`config.mk`:
```
export PLATFORM = sky130hd
export DESIGN_NAME = memory_bus_arbiter_flat
export DESIGN_NICKNAME = d
export VERILOG_FILES = /design/src/rtl/memory_bus_arbiter_if.sv /design/src/rtl/memory_bus_arbiter.sv /design/src/flat_wrapper.sv
export SDC_FILE = /design/constraint.sdc
export NUM_CORES = 1
export LEC_CHECK = 0
export CORE_AREA = 2 2 117 119
export DETAILED_ROUTE_END_ITERATION = 10
export DIE_AREA = 0 0 119 121
export PLACE_DENSITY = 0.77
export SLEW_MARGIN = 20
export SYNTH_ARGS = -nofsm -noshare
export SYNTH_HDL_FRONTEND = slang
export SYNTH_SLANG_ARGS = --single-unit
```
`constraint.sdc`:
```
create_clock -name clk -period 2.19 [get_ports clk]
set_clock_uncertainty 0.05 [all_clocks]
set_input_delay 0.438 -clock clk [delete_from_list [all_inputs] [get_ports clk]]
set_output_delay 0.438 -clock clk [all_outputs]
set_load 0.01 [all_outputs]
```
`src/rtl/memory_bus_arbiter_if.sv`:
```
// ----------------------------------------------------------------------------
// memory_bus_arbiter_if
//   One request/response memory port. A requester drives read/write/addr/wdata
//   and receives rdata/response. Used for both master links and for the
//   memory link of memory_bus_arbiter.
//
//   read      requester -> responder  read request / strobe
//   write     requester -> responder  write request / strobe
//   addr      requester -> responder  address
//   wdata     requester -> responder  write data
//   rdata     responder -> requester  read data, valid with response
//   response  responder -> requester  transaction done
//
//   modport master : the requesting side
//   modport slave  : the responding side
// ----------------------------------------------------------------------------
interface memory_bus_arbiter_if #(
    parameter int ADDR_WIDTH = 32,
    parameter int DATA_WIDTH = 32
);
    logic                  read;
    logic                  write;
    logic [ADDR_WIDTH-1:0] addr;
    logic [DATA_WIDTH-1:0] wdata;
    logic [DATA_WIDTH-1:0] rdata;
    logic                  response;

    modport master (
        output read, write, addr, wdata,
        input  rdata, response
    );

    modport slave (
        input  read, write, addr, wdata,
        output rdata, response
    );
endinterface

```
`src/rtl/memory_bus_arbiter.sv`:
```
// ----------------------------------------------------------------------------
// memory_bus_arbiter
//   Shares one memory port between M0 (core control path) and M1 (loader/DMA).
//   One master owns the bus per transaction; ties are broken round-robin.
//   The owner's request is forwarded to memory and the memory response and
//   read data are routed back to the owner only. A watchdog forces a release
//   with timeout_err if memory never answers.
//
//   clk          in   rising-edge clock
//   reset        in   synchronous, active-high
//   m0           slave  port of master 0 (read/write/addr/wdata in, rdata/response out)
//   m1           slave  port of master 1
//   mem          master port towards memory
//   owner        out  current / last granted master
//   busy         out  transaction in flight
//   timeout_err  out  1-cycle pulse on watchdog release
// ----------------------------------------------------------------------------
module memory_bus_arbiter #(
    parameter int ADDR_WIDTH     = 32,
    parameter int DATA_WIDTH     = 32,
    parameter int TIMEOUT_CYCLES = 255
) (
    input  logic                 clk,
    input  logic                 reset,
    memory_bus_arbiter_if.slave  m0,
    memory_bus_arbiter_if.slave  m1,
    memory_bus_arbiter_if.master mem,
    output logic                 owner,
    output logic                 busy,
    output logic                 timeout_err
);

    typedef enum logic {
        IDLE = 1'b0,
        BUSY = 1'b1
    } state_t;

    localparam int              CW         = $clog2(TIMEOUT_CYCLES + 1);
    localparam logic [CW-1:0]   LAST_COUNT = CW'(TIMEOUT_CYCLES - 1);

    state_t                state_q, state_d;
    logic                  owner_q, owner_d;
    logic                  rr_last_q, rr_last_d;
    logic [CW-1:0]         count_q, count_d;
    logic [DATA_WIDTH-1:0] m0_rdata_q, m1_rdata_q;

    logic                  req0, req1;
    logic                  sel_read, sel_write;
    logic [ADDR_WIDTH-1:0] sel_addr;
    logic [DATA_WIDTH-1:0] sel_wdata;
    logic                  expire, done;
    logic [DATA_WIDTH-1:0] resp_data;

    // Datapath: forward the owner's request, route the response back.
    // NOTE: every signal driven here gets a default first, so no path leaves
    // it unassigned and no latch is inferred.
    always_comb begin
        req0      = m0.read | m0.write;
        req1      = m1.read | m1.write;

        sel_read  = owner_q ? m1.read  : m0.read;
        sel_write = owner_q ? m1.write : m0.write;
        sel_addr  = owner_q ? m1.addr  : m0.addr;
        sel_wdata = owner_q ? m1.wdata : m0.wdata;

        busy        = (state_q == BUSY);
        // A real response in the last watchdog cycle wins over the timeout.
        expire      = busy && !mem.response && (count_q == LAST_COUNT);
        done        = busy && (mem.response || expire);
        timeout_err = expire;
        owner       = owner_q;

        // Write has priority when the owner raises both strobes.
        mem.write = busy & sel_write;
        mem.read  = busy & sel_read & ~sel_write;
        mem.addr  = busy ? sel_addr  : '0;
        mem.wdata = busy ? sel_wdata : '0;

        resp_data   = expire ? '0 : mem.rdata;
        m0.response = done & ~owner_q;
        m1.response = done &  owner_q;
        m0.rdata    = m0.response ? resp_data : m0_rdata_q;
        m1.rdata    = m1.response ? resp_data : m1_rdata_q;
    end

    // Next-state logic.
    always_comb begin
        state_d   = state_q;
        owner_d   = owner_q;
        rr_last_d = rr_last_q;
        count_d   = count_q;

        unique case (state_q)
            IDLE: begin
                if (req0 || req1) begin
                    state_d = BUSY;
                    // On a tie the master that did not finish last wins.
                    owner_d = (req0 && req1) ? ~rr_last_q : req1;
                    count_d = '0;
                end
            end
            BUSY: begin
                if (done) begin
                    state_d   = IDLE;
                    rr_last_d = owner_q;
                    count_d   = '0;
                end else begin
                    count_d = count_q + 1'b1;
                end
            end
            default: state_d = IDLE;
        endcase
    end

    // NOTE: sequential state uses non-blocking assignments so every register
    // samples its inputs from before the edge, independent of block order.
    // NOTE: the held read-data registers are reset too, so masters see 0
    // rather than X until their first response.
    always_ff @(posedge clk) begin
        if (reset) begin
            state_q    <= IDLE;
            owner_q    <= 1'b0;
            rr_last_q  <= 1'b1;
            count_q    <= '0;
            m0_rdata_q <= '0;
            m1_rdata_q <= '0;
        end else begin
            state_q    <= state_d;
            owner_q    <= owner_d;
            rr_last_q  <= rr_last_d;
            count_q    <= count_d;
            m0_rdata_q <= m0.rdata;
            m1_rdata_q <= m1.rdata;
        end
    end

endmodule

```
`src/flat_wrapper.sv`:
```
// flat-port wrapper written by rule: the top's interface ports become plain ports
module memory_bus_arbiter_flat 
#(
    parameter int ADDR_WIDTH     = 32,
    parameter int DATA_WIDTH     = 32,
    parameter int TIMEOUT_CYCLES = 255
)
  (clk, reset, owner, busy, timeout_err, m0_read, m0_write, m0_addr, m0_wdata, m0_rdata, m0_response, m1_read, m1_write, m1_addr, m1_wdata, m1_rdata, m1_response, mem_read, mem_write, mem_addr, mem_wdata, mem_rdata, mem_response);
  memory_bus_arbiter_if #(.ADDR_WIDTH(ADDR_WIDTH), .DATA_WIDTH(DATA_WIDTH)) m0_i ();
  memory_bus_arbiter_if #(.ADDR_WIDTH(ADDR_WIDTH), .DATA_WIDTH(DATA_WIDTH)) m1_i ();
  memory_bus_arbiter_if #(.ADDR_WIDTH(ADDR_WIDTH), .DATA_WIDTH(DATA_WIDTH)) mem_i ();
  input  logic clk;
  input  logic reset;
  output logic owner;
  output logic busy;
  output logic timeout_err;
  input wire logic [$bits(m0_i.read)-1:0] m0_read;
  input wire logic [$bits(m0_i.write)-1:0] m0_write;
  input wire logic [$bits(m0_i.addr)-1:0] m0_addr;
  input wire logic [$bits(m0_i.wdata)-1:0] m0_wdata;
  output wire logic [$bits(m0_i.rdata)-1:0] m0_rdata;
  output wire logic [$bits(m0_i.response)-1:0] m0_response;
  input wire logic [$bits(m1_i.read)-1:0] m1_read;
  input wire logic [$bits(m1_i.write)-1:0] m1_write;
  input wire logic [$bits(m1_i.addr)-1:0] m1_addr;
  input wire logic [$bits(m1_i.wdata)-1:0] m1_wdata;
  output wire logic [$bits(m1_i.rdata)-1:0] m1_rdata;
  output wire logic [$bits(m1_i.response)-1:0] m1_response;
  output wire logic [$bits(mem_i.read)-1:0] mem_read;
  output wire logic [$bits(mem_i.write)-1:0] mem_write;
  output wire logic [$bits(mem_i.addr)-1:0] mem_addr;
  output wire logic [$bits(mem_i.wdata)-1:0] mem_wdata;
  input wire logic [$bits(mem_i.rdata)-1:0] mem_rdata;
  input wire logic [$bits(mem_i.response)-1:0] mem_response;
  assign m0_i.read = m0_read;
  assign m0_i.write = m0_write;
  assign m0_i.addr = m0_addr;
  assign m0_i.wdata = m0_wdata;
  assign m0_rdata = m0_i.rdata;
  assign m0_response = m0_i.response;
  assign m1_i.read = m1_read;
  assign m1_i.write = m1_write;
  assign m1_i.addr = m1_addr;
  assign m1_i.wdata = m1_wdata;
  assign m1_rdata = m1_i.rdata;
  assign m1_response = m1_i.response;
  assign mem_read = mem_i.read;
  assign mem_write = mem_i.write;
  assign mem_addr = mem_i.addr;
  assign mem_wdata = mem_i.wdata;
  assign mem_i.rdata = mem_rdata;
  assign mem_i.response = mem_response;
  memory_bus_arbiter #(.ADDR_WIDTH(ADDR_WIDTH), .DATA_WIDTH(DATA_WIDTH), .TIMEOUT_CYCLES(TIMEOUT_CYCLES)) u_core (.clk(clk), .reset(reset), .m0(m0_i), .m1(m1_i), .mem(mem_i), .owner(owner), .busy(busy), .timeout_err(timeout_err));
endmodule
```
# After elaboration in Yosys (flattened, before gate mapping)
# Cells that the tools add are included.
word_totals:
  regBits: 75
  in_bits: 167
classes:
  n_eq_ne: 2
  bitwise_logic: 11
  reduce_logical: 9
  n_addsub: 1
  mux: 16
op_table:
  columns: ["cell", "count"]
  rows:
  - ["32-bit two-way mux", 7]
  - ["8-bit two-way mux", 2]
  - ["8-bit case mux with 2 select lines", 1]
  - ["8-bit by 1-bit adder with 8-bit output (second input constant)", 1]
  - ["8-bit equality test (second input constant)", 1]
  - ["1-bit AND", 5]
  - ["1-bit two-way mux", 5]
  - ["1-bit logical AND", 4]
  - ["1-bit inverter", 4]
  - ["2-bit AND reduction", 2]
  - ["1-bit logical OR", 2]
  - ["2-bit by 1-bit != test with 1-bit output (second input constant)", 1]
  - ["1-bit bitwise OR", 2]
  - ["1-bit case mux with 2 select lines", 1]
  - ["1-bit logical NOT", 1]

# Longest topological paths before layout
# Gate-level depths: netlist (run 1).
depth:
  ltp_word: 7
  mapped_depth: 7
  ltp_nobuf: 6

# Worst setup path after synthesis (run 1)
# No wires, ideal clock.
synth_path:
  path_kind: "register to output"
  startpoint: "register u_core.count_q[0]"
  endpoint: "output port m1_rdata[10]"
  arrival_time_ns: 1.649
  n_path_buf: 1
  path_stages_with_launch: 8
  setup_slack_ns: 0.053
  path_cell_list: "dfxtp_1 inv_1 ha_1 and3_1 a21o_1 nand3_1 buf_2 o2bb2ai_1"
synth_between:
  elab_chain_cells: 6
  word_cells_on_any_way: 7
  classes_between: "eq/ne: 1; mux: 2; bitwise: 1; reduce/logical: 3"
synth_rtl:
  columns: ["element", "line", "source"]
  rows:
  - ["start, declared", "memory_bus_arbiter.sv:44", "logic [CW-1:0] count_q, count_d;"]
  - ["start signal, assigned", "memory_bus_arbiter.sv:131", "count_q <= count_d;"]
  - ["8-bit equality test *", "memory_bus_arbiter.sv:68", "expire = busy && !mem.response && (count_q == LAST_COUNT);"]
  - ["1-bit logical AND *", "memory_bus_arbiter.sv:68", null]
  - ["1-bit logical OR", "memory_bus_arbiter.sv:69", "done = busy && (mem.response || expire);"]
  - ["1-bit logical AND", "memory_bus_arbiter.sv:69", null]
  - ["1-bit AND", "memory_bus_arbiter.sv:81", "m1.response = done & owner_q;"]
  - ["32-bit two-way mux *", "memory_bus_arbiter.sv:83", "m1.rdata = m1.response ? resp_data : m1_rdata_q;"]
  - ["end, declared", "flat_wrapper.sv:27", "output wire logic [$bits(m1_i.rdata)-1:0] m1_rdata;"]
# Every way passes the cells marked *; elsewhere a longest branch is shown, timed or not.

# Worst setup path after layout (run 1)
layout_path:
  startpoint: "register u_core.count_q[0]"
  endpoint: "output port m1_rdata[12]"
# Same word-level chain as after synthesis.

==> flow_summary.ini, run 1 <==
[worst_hold_path]
hp-start = u_core.m1_rdata_q[10]
hold_end = u_core.m1_rdata_q[10]
hold_path.class = reg -> reg
whs_path_depth = 1

[placement]
gp_congestion = 0.975
placed_cell_area_sq_um = 8090
numPortBuffers = 301
dp_hpwl_mm = 15.0

[synth]
synth.cell_area_sq_um = 4380
synthFlopType = dfxtp_1
syn_inst = 487
ys_seq_elements = 75
async_flop_share = 0
yosysUniqueCellTypes = 35
ys_seq_area_frac = 0.343
yosys_warnings = 0
synth_nets = 656
synth_edf_count = 0
postSynthAreaPerCell_sq_um = 8.99

[worst_setup_path]
crit_type = reg -> out
start_kind = flip-flop
timing.rr.end = u_core.count_q[5]
crit_path_start = u_core.count_q[0]
worstRegToRegCells = 8
r2r_slack_ns = 0.20
crit_required_ns = 1.70
endpoint_kind = primary output
cp_max_fo = 8
r2r-start = u_core.count_q[0]
crit_arrival_ns = 1.94

[clock_tree]
clk_pin_slew_worst_paths_ns = 0.06
cts_made_buffers = 9
cts-root-buf = clkbuf_16
h-tree-depth = 3
clk_latency_ns = 0.33
cts_tree = done
hold_buffers = 0
cts_sinks = 75
clockBufferDepth = 2

[routing]
wl_met3_mm = 1.48
dr.pass1.iters = 5
routed_via_density = 5.54
wirelength_mm = 22.1
wl_per_cell_um = 21.3
dr_wl_met2_mm = 11.2
maxUsedRoutingLayer = met4
ant_nets = 0
routed-via-count = 5756
drt_first_iter_violations = 399
wirelength_met1_mm = 9.12
drc = 0

[global_routing]
grt_use_total = 0.279
grt_pass1_wl_mm = 31.7
overflow = 0
antenna_found_initial = 0
grt_max_degree = 40
grt_pass1_vias = 5781

[timing]
fmax_mhz = 412
slew_viol_final = 0
hold_viol = 0
slew_headroom = 0.714
finalSetupTns_ns = -10.65
finalSetupViolCount = 66
hold_slack_ns = 0.430
min_period_over_period = 1.11
timing.final.crit_period_ns = 2.43
fin_ws_ns = -0.235
rsz0062_at_grt = yes
tightest_slew_ns = 0.430

[cells_and_area]
layout_common_cells = clkdlybuf4s50_1, dfxtp_1, buf_4, nor2_1, a32o_1
antenna_cells = 0
fin_area_sq_um = 9270
layout_commonest_cell = clkdlybuf4s50_1
drive_above_1_share = 0.327
fin_util = 0.708
syn_to_final_growth_pct = 112
fillers = 903
layout.nets = 1027

[pwr]
ir_worst_vdd_uv = 390
power_density_nw_per_um2 = 484
cellLeakagePower_uw = 0.00382

[status]
outcome = finished, violations left
violations = setup timing

[floorplanning]
coreArea_sq_um = 13100
initial_core_util = 0.334
die_w_um = 119
ioPinCount = 302
die_y_um = 121
rows = 42
dieArea_sq_um = 14400

[flow_run]
maxCapViolations = 0
==> worst max path at each step <==
| stage | slack (ns) | to | depth (start not counted) |
|---|---|---|---|
| 3_5_place_dp | -0.35 | m1_rdata[14] | 8 |
| 3_3_place_gp | -0.34 | m1_rdata[14] | 8 |
| 6_report | -0.24 | m1_rdata[12] | 9 |
| 4_1_cts | -0.26 | m1_rdata[10] | 8 |
| 2_1_floorplan | 0.05 | m1_rdata[10] | 7 |
| 5_1_grt | -0.30 | m1_rdata[0] | 9 |
==> Yosys cell counts, drive strengths merged, types with 2 or more instances <==
cell | n | share of area
dfxtp | 75 | 0.34
nor2 | 73 | 0.063
mux2i | 65 | 0.15
a32o | 64 | 0.15
o2bb2ai | 64 | 0.13
nand2 | 37 | 0.032
clkbuf | 31 | 0.027
buf | 23 | 0.028
a21oi | 7 | 0.0089
nand3 | 7 | 0.0080
inv | 6 | 0.0051
a21o | 4 | 0.0069
and3 | 3 | 0.0043
o21ai | 3 | 0.0034
a211oi | 2 | 0.0034
a22o | 2 | 0.0040
a31oi | 2 | 0.0063
ha | 2 | 0.0057
nand2b | 2 | 0.0029
nor3 | 2 | 0.0023
or4 | 2 | 0.0034
xnor2 | 2 | 0.0040
==> state kept, by name, indices dropped and copies added, names as in the netlist <==
register,flops
u_core.m0_rdata_q,32
u_core.m1_rdata_q,32
u_core.count_q,8
u_core.busy,1
u_core.owner,1
u_core.rr_last_q,1
==> where the power goes <==
group / leakage [uW] / switching (uW) / internal [uW]
Combinational: 0.00307 / 681 / 849
Sequential: 0.000610 / 44.6 / 1410
Clock: 0.000148 / 604 / 896
==> cells by family (layout without fill, tap and decap cells) <==
logic type / count (synthesis) / after routing / share of synthesized area
buffers and inverters: 60 / 436 / 0.0595
AND/OR/NAND/NOR: 130 / 130 / 0.122
multiplexers: 65 / 65 / 0.149
AO/OA/AOI/OAI: 153 / 153 / 0.317
XOR/XNOR: 2 / 2 / 0.00400
flip-flops: 75 / 75 / 0.343
adder cells (fa/ha/maj): 2 / 2 / 0.00572
==> critical path, stage by stage, from the launching register on <==
cell       delay (ns)
dfxtp_2          0.33
inv_2            0.05
ha_4             0.15
and3_4           0.17
a21o_4           0.24
nand3_4          0.16
buf_16           0.17
buf_6            0.11
o2bb2ai_4        0.11
buf_6            0.12
==> layout make-up <==
cell class | instances | area, sq um | area share
Clock buffer | 10 | 229 | 0.0247
Clock inverter | 6 | 71.3 | 0.00769
Inverter | 6 | 25.0 | 0.00270
Multi-Input combinational cell | 352 | 3260 | 0.351
Sequential cell | 75 | 1510 | 0.163
Tap cell | 176 | 220 | 0.0238
Timing Repair Buffer | 414 | 3960 | 0.427
==> routing by layer <==
metal,global-route usage,vias to the layer above
li1,-,2628
met1,0.342,2814
met2,0.505,285
met3,0.0639,29
met4,0.0469,0
met5,0,-
==> metrics by stage <==
step	std cells	worst slack [ns]	power, uW
5_1_grt	1039	-0.300	4630
3_5_place_dp	984	-0.353	2810
4_1_cts	1031	-0.257	4360
6_report	1039	-0.235	4480
2_1_floorplan	487	0.0533	1950
3_3_place_gp	984	-0.341	2780
==> repair_timing <==
action,CTS,global route
gates cloned,6,2
setup endpoints to repair,133,87
pin swaps,5,1
endpoints found under the hold margin,0,0
setup buffers,25,7
gates resized for setup,422,64
Note: power is estimated with default switching activity, not from simulation.
==> run 2: changes to the inputs <==
Settings changed: CAP_MARGIN set to 20.
==> results of run 2 <==
The final DEF is identical to that of run 1; final timing and power are the same.
